==> config.mk <==
export PLATFORM = sky130hd
export DESIGN_NAME = iterative_left_shifter
export DESIGN_NICKNAME = d
export VERILOG_FILES = /design/src/rtl/iterative_left_shifter.sv
export SDC_FILE = /design/constraint.sdc
export NUM_CORES = 1
export LEC_CHECK = 0
export ABC_CLOCK_PERIOD_IN_PS = 1900
export BUFFER_PORTS_ARGS = -buffer_cell sky130_fd_sc_hd__buf_2
export CORE_MARGIN = 2
export CORE_UTILIZATION = 48
export DETAILED_ROUTE_END_ITERATION = 12
export PLACE_DENSITY = 0.78
export SLEW_MARGIN = 20
export SYNTH_ARGS = -nofsm -noshare
export SYNTH_HDL_FRONTEND = slang
export SYNTH_SLANG_ARGS = --single-unit
==> constraint.sdc <==
create_clock -name clk -period 1.9 [get_ports clk]
set_input_delay 0.095 -clock clk [delete_from_list [all_inputs] [get_ports clk]]
set_output_delay 0.095 -clock clk [all_outputs]
set_load 0.02 [all_outputs]
==> src/rtl/iterative_left_shifter.sv <==
// Sequenced left shifter: one bit position per clock, start/busy/done handshake.
// Define SHIFTER_ROTATE_EN to let Rot select rotate-left instead of zero fill.
//
// state | meaning
// IDLE  | waiting for start; Out holds the last result
// SHIFT | shifting one bit per clock, rem counts down to 1
// DONE  | one-cycle done pulse, result valid on Out
module iterative_left_shifter #(
    parameter int WIDTH = 16,
    parameter int CNT_W = 4
) (
    input  logic             clk,
    input  logic             rst,
    input  logic             start,
    input  logic [WIDTH-1:0] In,
    input  logic [CNT_W-1:0] Cnt,
    input  logic             Rot,
    output logic             busy,
    output logic             done,
    output logic [WIDTH-1:0] Out
);

    typedef enum logic [1:0] {
        IDLE  = 2'd0,
        SHIFT = 2'd1,
        DONE  = 2'd2
    } state_t;

    state_t           state, state_nx;
    logic [WIDTH-1:0] data;
    logic [CNT_W-1:0] rem;
    logic             fill;

`ifdef SHIFTER_ROTATE_EN
    logic rot_q;

    always_ff @(posedge clk) begin
        if (rst) begin
            rot_q <= 1'b0;
        end else if (state == IDLE && start) begin
            rot_q <= Rot;
        end
    end

    assign fill = rot_q & data[WIDTH-1];
`else
    // Rot stays on the port so both builds share one pinout.
    logic rot_unused;
    assign rot_unused = Rot;
    assign fill       = 1'b0;
`endif

    always_ff @(posedge clk) begin
        if (rst) begin
            state <= IDLE;
            data  <= '0;
            rem   <= '0;
        end else begin
            state <= state_nx;
            case (state)
                IDLE: begin
                    if (start) begin
                        data <= In;
                        rem  <= Cnt;
                    end
                end
                SHIFT: begin
                    data <= {data[WIDTH-2:0], fill};
                    rem  <= rem - CNT_W'(1);
                end
                default: ;
            endcase
        end
    end

    always_comb begin
        state_nx = state;
        case (state)
            IDLE: begin
                if (start) begin
                    state_nx = (Cnt == '0) ? DONE : SHIFT;
                end
            end
            SHIFT: begin
                if (rem == CNT_W'(1)) begin
                    state_nx = DONE;
                end
            end
            DONE:    state_nx = IDLE;
            default: state_nx = IDLE;
        endcase
    end

    assign busy = (state == SHIFT) || (state == DONE);
    assign done = (state == DONE);
    assign Out  = data;

endmodule

==> run_results.csv <==
group,metric,value,unit
clocking,cts_tree,"yes",
floorplanning,io_pins,42,
logic_synthesis,syn_nets,150,
power,vdd_drop_max,0.9446,mV
final_layout,drive_gt1_frac,0.3481,
route,wl,2359,um
logic_synthesis,avgSynthCellArea,9.730,um2
critical_path,worst-path-buf-inv,1,
global_route,grt_pass1_wl,3608,um
floorplanning,die_x,53.53,um
logic_synthesis,synthesis.area,0.001177,mm2
sta,finalHoldViolCount,0,
power,powerDensity,1654,mW/mm2
sta,skew,4.615,ps
global_route,met1_usage,0.2366,
critical_path,max_stage_delay,480,ps
logic_synthesis,syn_inst,121,
sta,rsz0062_at_grt,"false",
hold_path,worstHoldStart,"In[0]",
critical_path,slowest_stage,"mux2_4",
logic_synthesis,synth-seq-cells,22,
clocking,cts_setup_buffers,0,
sta,setup_viol,0,
logic_synthesis,ys_types,30,
placement,placed_cell_area,0.001355,mm2
route,dr.pass1.iters,4,
final_layout,antenna_cells,0,
critical_path,timing.rr.start,"state[1]",
hold_path,hold_path_class,"input port to register",
route,first_iter_violations,17,
logic_synthesis,synth_top_area_cell,"dfxtp_1",
global_route,met3_usage,0.03390,
final_layout,fin_nets,188,
global_route,grt_start_max_net_pins,36,
critical_path,crit_required,2130,ps
sta,worst_pin_slew,459.5,ps
clocking,clock-sinks,22,
sta,relSlewSlack,0.6937,
floorplanning,die-area,0.002865,mm2
logic_synthesis,ys_seq_area_frac,0.3741,
global_route,grt_pass1_vias,825,
sta,period_needed,1701,ps
critical_path,critPathMaxFanout,35,
logic_synthesis,synth_top_area_frac,0.3741,
critical_path,crit_arrival,1930,ps
critical_path,critical_path_class,"register to register",
placement,port_buffers,40,
power,leakage,0.6213,nW
critical_path,path_delay_family,"multiplexers",
clocking,cts_buffer_depth,2,
floorplanning,die_height,53.53,um
placement,place_congestion,0.7690,
final_layout,final_area,0.001408,mm2
global_route,grt_overflow_total,0,
global_route,grt_util_met2,0.2675,
placement,dp_cells,182,
route,vias,985,
clocking,clkTransAtPathRegs,130,ps
final_layout,finish.utilization,0.6185,
placement,dp_slack,262.1,ps
route,viasPerCell,5.296,
final_layout,syn_to_final_growth,19.55,%
critical_path,end_kind,"register",
sta,max_freq,588.0,MHz
clocking,holdBufCountCts,0,
global_route,grt_antenna_before_repair,0,
route,wl_per_cell,12.68,um
sta,finalCritPeriodShare,0.8950,
critical_path,crit_start,"state[1]",
route,drc,0,
sta,layout_setup_ws,199.4,ps
logic_synthesis,ys_top_cells_by_area,"dfxtp_1 (37%), mux2i_1 (14%), a211oi_1 (7.7%)",
clocking,htree_levels,1,
critical_path,cp-start-kind,"register",
run,cap_violations,0,
run_status,status,"finished, final reports clean",
placement,dp_hpwl,1678,um
sta,maxSlewViolCount,0,
route,ant_nets,0,
clocking,clock-root-buffer,"clkbuf_4",
sta,fin_setup_tns,0,ps
global_route,grt_use_total,0.1740,
final_layout,final_cells,186,
floorplanning,initial_core_util,0.5173,
clocking,numCtsBuffers,3,
floorplanning,num_rows,17,
logic_synthesis,synth_warnings,0,
global_route,busiest_layer,"met2",
critical_path,crit_chain,"inv_1, ha_1, mux2_4, a211o_1, o31ai_1",
floorplanning,core-area,0.002276,mm2
clocking,insertion_delay,310,ps
clocking,ctsResizeCount,0,
==> metal layers <==
metal / up-vias / share of wire
met5: - / 0
met2: 30 / 0.48
li1: 510 / -
met4: 0 / 0.011
met1: 441 / 0.45
met3: 4 / 0.052
==> final timing paths <==
| path | slack [ps] | end | cells after the start |
|---|---|---|---|
| worst min register to register | 500 | rem[1] | 2 |
| worst min-delay path | 60 | Out[0] | 3 |
| worst max-delay path | 200 | rem[3] | 5 |
| worst max register to register | 200 | rem[3] | 5 |
==> metrics by stage <==
step	power (mW)	hold WS (ps)
floorplan	1.781	245.7
global placement	1.929	375.4
detailed placement	1.981	395.5
CTS	2.337	59.49
global route	2.494	67.74
finish	2.329	56.73
==> worst min-delay path, stage by stage <==
cell and delay, ps:
buf_2 80, a32oi_1 80, nor2_1 80
==> cell usage after synthesis, drive strengths merged <==
cell type / n
nor2b: 5
nand3b: 1
dfxtp: 22
mux2: 1
clkbuf: 1
nand2b: 2
o21ai: 3
nor2: 17
and3b: 1
o31ai: 2
inv: 5
mux2i: 17
a211oi: 16
or4: 1
a32oi: 1
a211o: 1
a31oi: 1
a21oi: 4
ha: 5
buf: 8
o21a: 1
nor3: 1
nand2: 2
or3b: 1
o211ai: 1
a31o: 1
==> sequential cells by signal, summed over array words and instances (netlist names) <==
register	count
state	2
rem	4
Out	16
==> cells by family after synthesis <==
family,Yosys count,synth area share
simple gates,31,0.1328
buf+inv,14,0.07757
fa+ha+maj,5,0.05313
flops,22,0.3741
compound gates,31,0.2051
mux,18,0.1573
==> final cells by class <==
class | count | area, um2
tap | 28 | 35.03
inverter | 5 | 18.77
fill | 195 | 868.3
sequential | 22 | 440.4
clock buffer | 3 | 22.52
clock inverter | 1 | 30.03
multi-input combinational | 85 | 645.6
timing repair buffer | 42 | 215.2
==> layout by cell type, fill, tap and decap left out, types with 2 or more instances in the layout <==
| cell type | instances |
|---|---|
| nand2b_1 | 2 |
| nand2_1 | 2 |
| mux2i_1 | 17 |
| nor2_1 | 17 |
| clkbuf_4 | 3 |
| nor2b_1 | 5 |
| dfxtp_1 | 22 |
| o31ai_1 | 2 |
| a21oi_1 | 3 |
| buf_4 | 2 |
| buf_2 | 40 |
| inv_1 | 5 |
| o21ai_0 | 3 |
| ha_1 | 5 |
| a211oi_1 | 12 |
| a211oi_2 | 4 |
==> power by group <==
group          total, mW  internal, mW  switching, mW  leakage [nW]
clock network      0.361         0.213          0.147        0.0279
logic               1.22         0.490          0.726         0.411
registers          0.752         0.629          0.123         0.182
Note: power is estimated with default switching activity, not from simulation.
